<file path="src/rtl/tlb_pkg.sv">
// tlb_pkg: shared definitions for the TLB maintenance engine and the TLB lookup path.
//   - op encodings carried on cmd_op
//   - CSR field positions (TLBEHI.VPPN, TLBIDX.PS/NE, TLBELO.G)
//   - PS_4M: page size whose VPPN compare ignores the low 9 bits
//   - engine FSM state enum
package tlb_pkg;

    typedef enum logic [1:0] {
        OpSrch = 2'd0,
        OpRd   = 2'd1,
        OpWr   = 2'd2,
        OpFill = 2'd3
    } tlb_op_e;

    localparam int unsigned VPPN_MSB = 31;
    localparam int unsigned VPPN_LSB = 13;
    localparam int unsigned PS_MSB   = 29;
    localparam int unsigned PS_LSB   = 24;
    localparam int unsigned NE_BIT   = 31;
    localparam int unsigned G_BIT    = 6;

    localparam logic [5:0] PS_4M = 6'd21;

    typedef enum logic [2:0] {
        StIdle,
        StSrch,
        StRd,
        StRdRsp,
        StWr,
        StDone
    } tlb_state_e;

endpackage

</file>
<file path="src/rtl/tlb_maint_engine_if.sv">
// tlb_maint_engine_if: read/write port bundle between the maintenance engine and the TLB array.
//   master (engine): drives tlb_rd_en/tlb_rd_idx and the tlb_we/tlb_w_* write port,
//                    receives tlb_rd_* entry fields (valid one cycle after tlb_rd_en).
//   slave  (array) : the mirror image.
interface tlb_maint_engine_if #(
    parameter int unsigned IDXW = 4
);
    logic            tlb_rd_en;
    logic [IDXW-1:0] tlb_rd_idx;
    logic            tlb_rd_e;
    logic            tlb_rd_g;
    logic [18:0]     tlb_rd_vppn;
    logic [5:0]      tlb_rd_ps;
    logic [9:0]      tlb_rd_asid;

    logic            tlb_we;
    logic [IDXW-1:0] tlb_w_idx;
    logic            tlb_w_e;
    logic            tlb_w_g;
    logic [18:0]     tlb_w_vppn;
    logic [5:0]      tlb_w_ps;
    logic [9:0]      tlb_w_asid;

    modport master (
        output tlb_rd_en, tlb_rd_idx,
        input  tlb_rd_e, tlb_rd_g, tlb_rd_vppn, tlb_rd_ps, tlb_rd_asid,
        output tlb_we, tlb_w_idx, tlb_w_e, tlb_w_g, tlb_w_vppn, tlb_w_ps, tlb_w_asid
    );

    modport slave (
        input  tlb_rd_en, tlb_rd_idx,
        output tlb_rd_e, tlb_rd_g, tlb_rd_vppn, tlb_rd_ps, tlb_rd_asid,
        input  tlb_we, tlb_w_idx, tlb_w_e, tlb_w_g, tlb_w_vppn, tlb_w_ps, tlb_w_asid
    );

endinterface

</file>
<file path="src/rtl/tlb_entry_match.sv">
// tlb_entry_match: combinational hit test of one TLB entry against a VPPN/ASID query.
//   e, g, vppn, ps, asid : entry fields
//   q_vppn, q_asid       : query
//   match                : e && (g || asid match) && VPPN match
// A 4M page (ps == PS_4M) compares only VPPN[18:9].
module tlb_entry_match
    import tlb_pkg::*;
(
    input  logic        e,
    input  logic        g,
    input  logic [18:0] vppn,
    input  logic [5:0]  ps,
    input  logic [9:0]  asid,
    input  logic [18:0] q_vppn,
    input  logic [9:0]  q_asid,
    output logic        match
);

    logic vppn_eq;

    always_comb begin
        vppn_eq = 1'b0;
        if (ps == PS_4M) begin
            vppn_eq = (vppn[18:9] == q_vppn[18:9]);
        end else begin
            vppn_eq = (vppn == q_vppn);
        end
        match = e && (g || (asid == q_asid)) && vppn_eq;
    end

endmodule

</file>
<file path="src/rtl/tlb_maint_engine.sv">
// tlb_maint_engine: multi-cycle sequencer for TLBSRCH / TLBRD / TLBWR / TLBFILL.
//   clk, rst_n              : clock, asynchronous active-low reset
//   cmd_vld/cmd_op/cmd_rdy  : command handshake (accepted on cmd_vld && cmd_rdy)
//   flush                   : abort an in-flight SRCH or RD
//   csr_*                   : TLBEHI, ASID, TLBIDX, TLBELO0/1 operands, sampled at accept
//   tlbr_mode               : TLB-refill context, forces E=1 on write
//   tlb                     : TLB array read/write port (master side)
//   done                    : one-cycle completion pulse
//   srch_hit/srch_idx       : SRCH result, held until the next SRCH completes
//   tlbrd_en, tlb_vpn, rd_* : RD result pulse and fields, held until the next RD completes
module tlb_maint_engine
    import tlb_pkg::*;
#(
    parameter int unsigned TLBNUM = 16,
    parameter int unsigned IDXW   = 4
) (
    input  logic                clk,
    input  logic                rst_n,
    input  logic                cmd_vld,
    input  logic [1:0]          cmd_op,
    output logic                cmd_rdy,
    input  logic                flush,
    input  logic [31:0]         csr_tlbehi,
    input  logic [9:0]          csr_asid,
    input  logic [31:0]         csr_tlbidx,
    input  logic [31:0]         csr_tlbelo0,
    input  logic [31:0]         csr_tlbelo1,
    input  logic                tlbr_mode,
    tlb_maint_engine_if.master  tlb,
    output logic                done,
    output logic                srch_hit,
    output logic [IDXW-1:0]     srch_idx,
    output logic                tlbrd_en,
    output logic [18:0]         tlb_vpn,
    output logic [5:0]          rd_ps,
    output logic [9:0]          rd_asid,
    output logic                rd_ne
);

    localparam logic [IDXW-1:0] LAST_IDX = IDXW'(TLBNUM - 1);

    tlb_state_e      state_q;
    logic [18:0]     vppn_q;
    logic [9:0]      asid_q;
    logic [IDXW-1:0] fill_ptr_q;
    // Index whose array data is on tlb_rd_* this cycle.
    logic            cmp_vld_q;
    logic [IDXW-1:0] cmp_idx_q;
    logic            entry_hit;

    logic unused_csr;
    assign unused_csr = ^{csr_tlbehi[VPPN_LSB-1:0], csr_tlbidx[30], csr_tlbidx[PS_LSB-1:IDXW],
                          csr_tlbelo0[31:G_BIT+1], csr_tlbelo0[G_BIT-1:0],
                          csr_tlbelo1[31:G_BIT+1], csr_tlbelo1[G_BIT-1:0]};

    tlb_entry_match u_entry_match (
        .e      (tlb.tlb_rd_e),
        .g      (tlb.tlb_rd_g),
        .vppn   (tlb.tlb_rd_vppn),
        .ps     (tlb.tlb_rd_ps),
        .asid   (tlb.tlb_rd_asid),
        .q_vppn (vppn_q),
        .q_asid (asid_q),
        .match  (entry_hit)
    );

    always_ff @(posedge clk or negedge rst_n) begin
        if (!rst_n) begin
            state_q        <= StIdle;
            cmd_rdy        <= 1'b1;
            vppn_q         <= '0;
            asid_q         <= '0;
            fill_ptr_q     <= '0;
            cmp_vld_q      <= 1'b0;
            cmp_idx_q      <= '0;
            tlb.tlb_rd_en  <= 1'b0;
            tlb.tlb_rd_idx <= '0;
            tlb.tlb_we     <= 1'b0;
            tlb.tlb_w_idx  <= '0;
            tlb.tlb_w_e    <= 1'b0;
            tlb.tlb_w_g    <= 1'b0;
            tlb.tlb_w_vppn <= '0;
            tlb.tlb_w_ps   <= '0;
            tlb.tlb_w_asid <= '0;
            done           <= 1'b0;
            srch_hit       <= 1'b0;
            srch_idx       <= '0;
            tlbrd_en       <= 1'b0;
            tlb_vpn        <= '0;
            rd_ps          <= '0;
            rd_asid        <= '0;
            rd_ne          <= 1'b0;
        end else begin
            done       <= 1'b0;
            tlbrd_en   <= 1'b0;
            tlb.tlb_we <= 1'b0;

            unique case (state_q)
                StIdle: begin
                    // flush is ignored here: it only targets in-flight commands.
                    if (cmd_vld) begin
                        cmd_rdy <= 1'b0;
                        vppn_q  <= csr_tlbehi[VPPN_MSB:VPPN_LSB];
                        asid_q  <= csr_asid;
                        unique case (tlb_op_e'(cmd_op))
                            OpSrch: begin
                                state_q        <= StSrch;
                                cmp_vld_q      <= 1'b0;
                                tlb.tlb_rd_en  <= 1'b1;
                                tlb.tlb_rd_idx <= '0;
                            end
                            OpRd: begin
                                state_q        <= StRd;
                                tlb.tlb_rd_en  <= 1'b1;
                                tlb.tlb_rd_idx <= csr_tlbidx[IDXW-1:0];
                            end
                            OpWr, OpFill: begin
                                state_q        <= StWr;
                                tlb.tlb_we     <= 1'b1;
                                tlb.tlb_w_e    <= tlbr_mode | ~csr_tlbidx[NE_BIT];
                                tlb.tlb_w_g    <= csr_tlbelo0[G_BIT] & csr_tlbelo1[G_BIT];
                                tlb.tlb_w_vppn <= csr_tlbehi[VPPN_MSB:VPPN_LSB];
                                tlb.tlb_w_ps   <= csr_tlbidx[PS_MSB:PS_LSB];
                                tlb.tlb_w_asid <= csr_asid;
                                if (tlb_op_e'(cmd_op) == OpFill) begin
                                    tlb.tlb_w_idx <= fill_ptr_q;
                                    fill_ptr_q    <= fill_ptr_q + IDXW'(1);
                                end else begin
                                    tlb.tlb_w_idx <= csr_tlbidx[IDXW-1:0];
                                end
                            end
                            default: ;
                        endcase
                    end
                end

                StSrch: begin
                    cmp_vld_q <= tlb.tlb_rd_en;
                    cmp_idx_q <= tlb.tlb_rd_idx;
                    if (flush) begin
                        state_q       <= StIdle;
                        cmd_rdy       <= 1'b1;
                        cmp_vld_q     <= 1'b0;
                        tlb.tlb_rd_en <= 1'b0;
                    end else if (cmp_vld_q && entry_hit) begin
                        // Reads already issued beyond this index are simply dropped.
                        state_q       <= StDone;
                        done          <= 1'b1;
                        srch_hit      <= 1'b1;
                        srch_idx      <= cmp_idx_q;
                        cmp_vld_q     <= 1'b0;
                        tlb.tlb_rd_en <= 1'b0;
                    end else if (cmp_vld_q && (cmp_idx_q == LAST_IDX)) begin
                        state_q   <= StDone;
                        done      <= 1'b1;
                        srch_hit  <= 1'b0;
                        srch_idx  <= '0;
                        cmp_vld_q <= 1'b0;
                    end else if (tlb.tlb_rd_en) begin
                        if (tlb.tlb_rd_idx == LAST_IDX) begin
                            tlb.tlb_rd_en <= 1'b0;
                        end else begin
                            tlb.tlb_rd_idx <= tlb.tlb_rd_idx + IDXW'(1);
                        end
                    end
                end

                StRd: begin
                    tlb.tlb_rd_en <= 1'b0;
                    if (flush) begin
                        state_q <= StIdle;
                        cmd_rdy <= 1'b1;
                    end else begin
                        state_q <= StRdRsp;
                    end
                end

                StRdRsp: begin
                    if (flush) begin
                        state_q <= StIdle;
                        cmd_rdy <= 1'b1;
                    end else begin
                        state_q  <= StDone;
                        done     <= 1'b1;
                        tlbrd_en <= 1'b1;
                        if (tlb.tlb_rd_e) begin
                            tlb_vpn <= tlb.tlb_rd_vppn;
                            rd_ps   <= tlb.tlb_rd_ps;
                            rd_asid <= tlb.tlb_rd_asid;
                            rd_ne   <= 1'b0;
                        end else begin
                            tlb_vpn <= '0;
                            rd_ps   <= '0;
                            rd_asid <= '0;
                            rd_ne   <= 1'b1;
                        end
                    end
                end

                // Write already committed on entry; flush is deliberately not honoured.
                StWr: begin
                    state_q <= StDone;
                    done    <= 1'b1;
                end

                StDone: begin
                    state_q <= StIdle;
                    cmd_rdy <= 1'b1;
                end

                default: begin
                    state_q <= StIdle;
                    cmd_rdy <= 1'b1;
                end
            endcase
        end
    end

endmodule
</file>
<file path="src/flat_wrapper.sv">
// flat-port wrapper written by rule: the top's interface ports become plain ports
module tlb_maint_engine_flat import tlb_pkg::*;
#(
    parameter int unsigned TLBNUM = 16,
    parameter int unsigned IDXW   = 4
)
  (clk, rst_n, cmd_vld, cmd_op, cmd_rdy, flush, csr_tlbehi, csr_asid, csr_tlbidx, csr_tlbelo0, csr_tlbelo1, tlbr_mode, done, srch_hit, srch_idx, tlbrd_en, tlb_vpn, rd_ps, rd_asid, rd_ne, tlb_tlb_rd_en, tlb_tlb_rd_idx, tlb_tlb_rd_e, tlb_tlb_rd_g, tlb_tlb_rd_vppn, tlb_tlb_rd_ps, tlb_tlb_rd_asid, tlb_tlb_we, tlb_tlb_w_idx, tlb_tlb_w_e, tlb_tlb_w_g, tlb_tlb_w_vppn, tlb_tlb_w_ps, tlb_tlb_w_asid);
  tlb_maint_engine_if #(.IDXW(IDXW)) tlb_i ();
  input  logic clk;
  input  logic rst_n;
  input  logic cmd_vld;
  input  logic [1:0] cmd_op;
  output logic cmd_rdy;
  input  logic flush;
  input  logic [31:0] csr_tlbehi;
  input  logic [9:0] csr_asid;
  input  logic [31:0] csr_tlbidx;
  input  logic [31:0] csr_tlbelo0;
  input  logic [31:0] csr_tlbelo1;
  input  logic tlbr_mode;
  output logic done;
  output logic srch_hit;
  output logic [IDXW-1:0] srch_idx;
  output logic tlbrd_en;
  output logic [18:0] tlb_vpn;
  output logic [5:0] rd_ps;
  output logic [9:0] rd_asid;
  output logic rd_ne;
  output wire logic [$bits(tlb_i.tlb_rd_en)-1:0] tlb_tlb_rd_en;
  output wire logic [$bits(tlb_i.tlb_rd_idx)-1:0] tlb_tlb_rd_idx;
  input wire logic [$bits(tlb_i.tlb_rd_e)-1:0] tlb_tlb_rd_e;
  input wire logic [$bits(tlb_i.tlb_rd_g)-1:0] tlb_tlb_rd_g;
  input wire logic [$bits(tlb_i.tlb_rd_vppn)-1:0] tlb_tlb_rd_vppn;
  input wire logic [$bits(tlb_i.tlb_rd_ps)-1:0] tlb_tlb_rd_ps;
  input wire logic [$bits(tlb_i.tlb_rd_asid)-1:0] tlb_tlb_rd_asid;
  output wire logic [$bits(tlb_i.tlb_we)-1:0] tlb_tlb_we;
  output wire logic [$bits(tlb_i.tlb_w_idx)-1:0] tlb_tlb_w_idx;
  output wire logic [$bits(tlb_i.tlb_w_e)-1:0] tlb_tlb_w_e;
  output wire logic [$bits(tlb_i.tlb_w_g)-1:0] tlb_tlb_w_g;
  output wire logic [$bits(tlb_i.tlb_w_vppn)-1:0] tlb_tlb_w_vppn;
  output wire logic [$bits(tlb_i.tlb_w_ps)-1:0] tlb_tlb_w_ps;
  output wire logic [$bits(tlb_i.tlb_w_asid)-1:0] tlb_tlb_w_asid;
  assign tlb_tlb_rd_en = tlb_i.tlb_rd_en;
  assign tlb_tlb_rd_idx = tlb_i.tlb_rd_idx;
  assign tlb_i.tlb_rd_e = tlb_tlb_rd_e;
  assign tlb_i.tlb_rd_g = tlb_tlb_rd_g;
  assign tlb_i.tlb_rd_vppn = tlb_tlb_rd_vppn;
  assign tlb_i.tlb_rd_ps = tlb_tlb_rd_ps;
  assign tlb_i.tlb_rd_asid = tlb_tlb_rd_asid;
  assign tlb_tlb_we = tlb_i.tlb_we;
  assign tlb_tlb_w_idx = tlb_i.tlb_w_idx;
  assign tlb_tlb_w_e = tlb_i.tlb_w_e;
  assign tlb_tlb_w_g = tlb_i.tlb_w_g;
  assign tlb_tlb_w_vppn = tlb_i.tlb_w_vppn;
  assign tlb_tlb_w_ps = tlb_i.tlb_w_ps;
  assign tlb_tlb_w_asid = tlb_i.tlb_w_asid;
  tlb_maint_engine #(.TLBNUM(TLBNUM), .IDXW(IDXW)) u_core (.clk(clk), .rst_n(rst_n), .cmd_vld(cmd_vld), .cmd_op(cmd_op), .cmd_rdy(cmd_rdy), .flush(flush), .csr_tlbehi(csr_tlbehi), .csr_asid(csr_asid), .csr_tlbidx(csr_tlbidx), .csr_tlbelo0(csr_tlbelo0), .csr_tlbelo1(csr_tlbelo1), .tlbr_mode(tlbr_mode), .tlb(tlb_i), .done(done), .srch_hit(srch_hit), .srch_idx(srch_idx), .tlbrd_en(tlbrd_en), .tlb_vpn(tlb_vpn), .rd_ps(rd_ps), .rd_asid(rd_asid), .rd_ne(rd_ne));
endmodule
</file>
<file path="config.mk">
export PLATFORM = sky130hd
export DESIGN_NAME = tlb_maint_engine_flat
export DESIGN_NICKNAME = d
export VERILOG_FILES = /design/src/rtl/tlb_pkg.sv /design/src/rtl/tlb_maint_engine_if.sv /design/src/rtl/tlb_entry_match.sv /design/src/rtl/tlb_maint_engine.sv /design/src/flat_wrapper.sv
export SDC_FILE = /design/constraint.sdc
export NUM_CORES = 1
export LEC_CHECK = 0
export ABC_CLOCK_PERIOD_IN_PS = 5240
export CELL_PAD_IN_SITES_DETAIL_PLACEMENT = 1
export CELL_PAD_IN_SITES_GLOBAL_PLACEMENT = 2
export CORE_MARGIN = 5
export CORE_UTILIZATION = 26
export CTS_CLUSTER_SIZE = 14
export DETAILED_ROUTE_END_ITERATION = 6
export PLACE_DENSITY_LB_ADDON = 0.08
export SYNTH_ARGS = -nofsm -noshare
export SYNTH_HDL_FRONTEND = slang
export SYNTH_HIERARCHICAL = 1
export SYNTH_SLANG_ARGS = --single-unit
</file>
<file path="constraint.sdc">
create_clock -name clk -period 5.24 [get_ports clk]
set_input_delay 0.524 -clock clk [delete_from_list [all_inputs] [get_ports clk]]
set_output_delay 0.524 -clock clk [all_outputs]
set_load 0.02 [all_outputs]
</file>
# Word-level counts from Yosys, hierarchy flattened
# Cells that the tools add are included.
[op_classes]
reduce_logical = 23
eq_ne = 25
n_bitwise = 5
addsub = 2
mux = 52
[ops]
columns = ["op", "count"]
rows = [
  ["$mux 4", 9],
  ["$mux 1", 26],
  ["$eq 10x10->1", 2],
  ["$eq 19x19->1", 1],
  ["$mux 19", 1],
  ["$pmux 4 s2", 2],
  ["$mux 3", 5],
  ["$pmux 3 s5", 1],
  ["$ne 2x2->1 const B", 7],
  ["$reduce_and 3->1", 4],
  ["$mux 10", 1],
  ["$pmux 1 s3", 3],
  ["$pmux 3 s3", 1],
  ["$add 4x1->4 const B", 2],
  ["$eq 4x4->1 const B", 2],
  ["$reduce_and 4->1", 2],
  ["$reduce_and 8->1", 1],
  ["$eq 3x2->1 const B", 2],
  ["$eq 6x5->1 const B", 1],
  ["$mux 6", 1],
  ["$reduce_and 2->1", 3],
  ["$eq 2x2->1 const B", 2],
  ["$logic_and 1x1->1", 4],
  ["$ne 2x1->1 const B", 2],
  ["18 further kinds", 22],
]
[totals]
reg_bits = 132
inputBits = 182
out_inout_bits = 91
word_cells = 131

# Longest topological paths before layout
[logic_depth]
ltp_word = 8
depth_mapped = 9
depth_no_buf = 9

# Modules after synthesis
# The synthesis kept the hierarchy.
[modules_own_cells]
columns = ["mod", "cells_each", "area_each_um2", "n_inst", "seq_area_each_um2"]
rows = [
  ["tlb_maint_engine", 448, 5347.6, 1, 3304.4],
  ["tlb_entry_match", 41, 344.1, 1, 0.0],
]

# Least setup slack after synthesis
# OpenSTA, ideal clock, no wires.
[synth_timing]
path_type = "input -> register"
startpoint = "input port tlb_tlb_rd_asid[1]"
endpoint = "register u_core.tlb.tlb_rd_idx[0]"
t_required_ns = 5.144
path_stages = 9
slack_ns = 2.959
n_path_buf = 0
setup_time_ns = 0.096
arrival_ns = 2.185
cell_sequence = "xor2_1 > nor4_1 > a41oi_1 > a2111oi_2 > a21oi_1 > a31o_2 > o211ai_2 > o21ai_1 > o31ai_1"
[synth_via]
elab_chain_cells = 7
[synth_rtl]
columns = ["element", "line_no", "rtl"]
rows = [
  ["from (decl)", "flat_wrapper.sv:35", "input wire logic [$bits(tlb_i.tlb_rd_asid)-1:0] tlb_tlb_rd_asid;"],
  ["$eq 10x10->1", "tlb_entry_match.sv:28", "match = e && (g || (asid == q_asid)) && vppn_eq;"],
  ["$logic_or 1x1->1", "tlb_entry_match.sv:28", ""],
  ["$logic_and 1x1->1 (2 in a row)", "tlb_entry_match.sv:28", ""],
  ["named net u_core.entry_hit", "tlb_maint_engine.sv:49", "logic entry_hit;"],
  ["$logic_and 1x1->1", "tlb_maint_engine.sv:145", "end else if (cmp_vld_q && entry_hit) begin"],
  ["$ne 2x2->1 (no line)", "-", ""],
  ["$reduce_and 8->1 (no line)", "-", ""],
  ["to (signal assigned)", "tlb_maint_engine.sv:115", "tlb.tlb_rd_idx <= csr_tlbidx[IDXW-1:0];"],
  ["to (signal assigned)", "tlb_maint_engine.sv:163", "tlb.tlb_rd_idx <= tlb.tlb_rd_idx + IDXW'(1);"],
  ["to (decl)", "tlb_maint_engine_if.sv:25", "output tlb_rd_en, tlb_rd_idx,"],
]
# The timed path passes the listed nets, and every way through them passes these cells.
# A chain may end at the register's enable or synchronous reset.

# Worst setup path after layout
[layout_timing]
startpoint = "input port tlb_tlb_rd_asid[5]"
endpoint = "register u_core.state_q[1]"
[layout_via]
elab_chain_cells = 8
word_cells_on_any_way = 10
classes_between = "eq/ne (2); mux (3); reduce/logical (5)"
[layout_rtl]
columns = ["element", "line_no", "rtl"]
rows = [
  ["$eq 10x10->1 *", "tlb_entry_match.sv:28", ""],
  ["$logic_or 1x1->1 *", "tlb_entry_match.sv:28", ""],
  ["$logic_and 1x1->1 * (2 in a row)", "tlb_entry_match.sv:28", ""],
  ["named net u_core.entry_hit", "tlb_maint_engine.sv:49", ""],
  ["$logic_and 1x1->1 *", "tlb_maint_engine.sv:145", ""],
  ["$mux 3", "tlb_maint_engine.sv:145", ""],
  ["$mux 3", "tlb_maint_engine.sv:140", "if (flush) begin"],
  ["$pmux 3 s5", "tlb_maint_engine.sv:98", "unique case (state_q)"],
  ["to (signal assigned)", "tlb_maint_engine.sv:107", "state_q <= StSrch;"],
  ["to (signal assigned)", "tlb_maint_engine.sv:141", "state_q <= StIdle;"],
  ["to (signal assigned)", "tlb_maint_engine.sv:147", "state_q <= StDone;"],
  ["to (decl)", "tlb_maint_engine.sv:42", "tlb_state_e state_q;"],
]
# Mark *: on every way through the listed nets, which the timed path passes. The rest lies on a longest branch.

==> impl_metrics.json <==
{
  "status": "finished, final reports clean",
  "switching_share_pct": 35.2,
  "crit_chain": "clkdlybuf4s50_1, xor2_1, nor4_1, a41oi_1, a2111oi_2, a21oi_1, nand2_1, o311ai_0, nor4_1",
  "grt_first_pass_wirelength_um": 26200,
  "dp.final_hpwl_um": 11900,
  "fin_crit_sh_pct": 58.7,
  "power.density_nw_per_um2": 611,
  "ant_nets": 0,
  "finalMaxSlewViolations": 0,
  "postCtsSetupBuffers": 0,
  "drive_above_1_share_pct": 16.7,
  "final_core_util_pct": 38.3,
  "vias_per_cell": 4.45,
  "fmax_ghz": 0.325,
  "power_w": 0.00507,
  "slew_headroom_pct": 40.0,
  "placed_area_sq_um": 7680,
  "max_cap_viol_count": 0,
  "reg2reg_from": "u_core/asid_q[1]",
  "crit_type": "in2reg",
  "crit_end": "u_core/state_q[1]",
  "drcViolationCount": 0,
  "fp.coreArea_sq_um": 21700,
  "synth_edf_count": 0,
  "io_buffer_count": 176,
  "grtUsageMet2_pct": 21.8,
  "nFillCells": 2364,
  "final_common_cell": "clkdlybuf4s50_1",
  "cts_buffer_depth": 2,
  "numCtsBuffers": 17,
  "post_drt_wl_per_cell_um": 17.7,
  "synthFlopType": "dfrtp_1",
  "worst_clock_skew_ns": 0.00830,
  "drt_iter0_markers": 103,
  "p_clk_share_pct": 24.7,
  "grt_util_met3_pct": 5.03,
  "cts_hold_buffers": 0,
  "endpoint_kind": "flop",
  "path_common_cell": "nor4_1",
  "cp_max_fo": 4,
  "drt-total-wl_um": 16900,
  "leakage_nw": 3.51,
  "cp-start-kind": "primary input",
  "synth_compound_area_share_pct": 8.68,
  "final_cell_mix": "174 x clkdlybuf4s50_1, 131 x dfrtp_1, 98 x nand2_1, 65 x mux2_2, 48 x o21ai_0",
  "slowest_stage": "a2111oi_2",
  "async_flop_share_pct": 100,
  "yosys-top-cells-area": "dfrtp_1 58%, mux2_2 13%, nand2_1 6.5%",
  "p_sw_w": 0.00179,
  "synth.distinct_cells": 45,
  "worstPathArrival_ns": 3.39,
  "grt_pass1_vias": 4610,
  "nets": 846,
  "synth_top_family_by_area": "multiplexers",
  "fin_crit_ns": 3.07,
  "fin_setup_tns_ns": 0,
  "gp_congestion": 0.732,
  "grt_use_total_pct": 13.7,
  "synth_cells": 489,
  "synthAdderAreaFrac_pct": 0.440,
  "busiest_layer": "met2",
  "grt_start_max_net_pins": 81,
  "cts_tree": "done",
  "start_util_pct": 26.2,
  "io_pins": 273,
  "max_stage_delay_ns": 0.69,
  "die_y_um": 158,
  "syn_avg_cell_area_sq_um": 11.6,
  "yosys_warnings": 6,
  "cts_resized": 0,
  "cts_root_buffer": "clkbuf_16",
  "overflow": 0,
  "internal-power_w": 0.00329,
  "synth-simple-area-share_pct": 11.3,
  "r2r_cells": 8,
  "ir_drop_v": 0.000227,
  "vias": 4255,
  "synth_largest_area_cell": "dfrtp_1",
  "rsz0062_at_grt": "no",
  "seqPwrFrac_pct": 35.7,
  "synth_mux_area_share_pct": 13.7,
  "use_met1_pct": 17.0,
  "syn_area_sq_um": 5690,
  "ys_seq_elements": 132,
  "synth_top_cell_area_share_pct": 57.6,
  "syn_to_final_growth_pct": 45.9,
  "hp-class": "in2async",
  "clkLatencyLatePin_ns": 0.42,
  "clk_pin_slew_ns": 0.06,
  "synth_seq_area_share_pct": 58.1,
  "whs_ns": 0.161,
  "drtPass1Iterations": 4,
  "setup_violations": 0,
  "cp-startpoint": "tlb_tlb_rd_asid[5]",
  "hold_viol": 0,
  "die_area_sq_um": 24900,
  "die_w_um": 158,
  "cts_sinks": 132,
  "syn-num-nets": 673,
  "pwr-share-comb_pct": 39.6,
  "stdcell_area_sq_um": 8300,
  "row_count": 54,
  "antenna_found_initial": 0,
  "synth_xor_area_share_pct": 4.92,
  "r2r_slack_ns": 2.33,
  "crit_required_ns": 5.55,
  "cts_htree_levels": 4,
  "tightest_slew_ns": 0.900,
  "reg2reg_to": "u_core/state_q[1]"
}
-- area by class of cell --
| cell class | count | area [sq um] | share of cell area (%) |
|---|---|---|---|
| clock inverters | 14 | 179 | 2.15 |
| clock buffers | 18 | 439 | 5.29 |
| repair buffers | 179 | 1780 | 21.4 |
| flip-flops and latches | 132 | 3300 | 39.8 |
| diodes | 1 | 2.50 | 0.0301 |
| well taps | 280 | 350 | 4.22 |
| inverters | 6 | 22.5 | 0.271 |
| multi-input cells | 326 | 2220 | 26.8 |
-- Yosys cell counts, types with 4 or more instances --
cell / n
dfrtp_1: 131
nand2_1: 99
mux2_2: 65
o21ai_0: 48
xor2_1: 20
clkbuf_1: 12
xnor2_1: 12
a21oi_1: 9
buf_2: 6
inv_1: 6
nor4_1: 6
a22o_1: 5
mux2i_1: 5
nand3_1: 5
nand4_1: 5
nor2_1: 5
and3_1: 4
buf_6: 4
o31ai_1: 4
-- per-layer routing --
layer,share of wire [%],vias to the layer above,routed length [um]
li1,-,2035,-
met1,43,2106,7300
met2,48,95,8120
met3,6.8,19,1150
met4,1.8,0,312
met5,0,-,0
-- metrics by stage --
| step | cells | worst slack (ns) |
|---|---|---|
| global route | 955 | 1.99 |
| detailed placement | 923 | 1.65 |
| floorplan | 489 | 2.96 |
| global placement | 923 | 1.72 |
| CTS | 955 | 2.10 |
| finish | 956 | 2.17 |
-- cells by family (layout without fill, tap and decap cells) --
family / Yosys count / count (layout)
flip-flops: 132 / 132
AO/OA/AOI/OAI: 81 / 81
XOR/XNOR: 32 / 32
multiplexers: 70 / 70
AND/OR/NAND/NOR: 141 / 141
buffers and inverters: 31 / 217
adder cells (fa/ha/maj): 2 / 2
other: 0 / 1
-- flip-flops by register name, indices dropped and copies added (netlist names), 3 cells and up --
name                   flops
u_core/tlb_vpn            19
u_core/vppn_q             19
u_core/cmp_idx_q           4
u_core/tlb.tlb_rd_idx      4
u_core/asid_q             10
u_core/rd_asid            10
u_core/state_q             3
u_core/tlb.tlb_w_idx       4
u_core/fill_ptr_q          4
u_core/srch_idx            4
u_core/rd_ps               6
u_core/tlb.tlb_w_vppn     19
u_core/tlb.tlb_w_ps        6
u_core/tlb.tlb_w_asid     10
-- worst max-delay path: cells and delay by family --
family | cells | cell delay (ns)
compound gates | 4 | 1.43
xor+xnor | 1 | 0.16
simple gates | 3 | 0.82
buf+inv | 1 | 0.45
-- power by group through the flow --
stage	sequential (W)	clock (W)	combinational, W
after CTS	0.00182	0.00129	0.00206
after floorplan	0.00215	0	0.000756
after global routing	0.00188	0.00134	0.00218
after detailed placement	0.00183	0	0.00205
final	0.00181	0.00125	0.00201
after global placement	0.00181	0	0.00202
-- worst min-delay path by stage --
stage,from,endpoint,cells after the start
floorplan,rst_n,u_core/asid_q[0],0
global placement,u_core/tlb_vpn[7],u_core/tlb_vpn[7],2
detailed placement,u_core/tlb_vpn[2],u_core/tlb_vpn[2],2
CTS,rst_n,u_core/tlb.tlb_rd_idx[1],1
global route,rst_n,u_core/tlb.tlb_rd_idx[0],1
finish,rst_n,u_core/tlb.tlb_rd_idx[0],1
No activity file was read; power rests on OpenSTA's default activity.
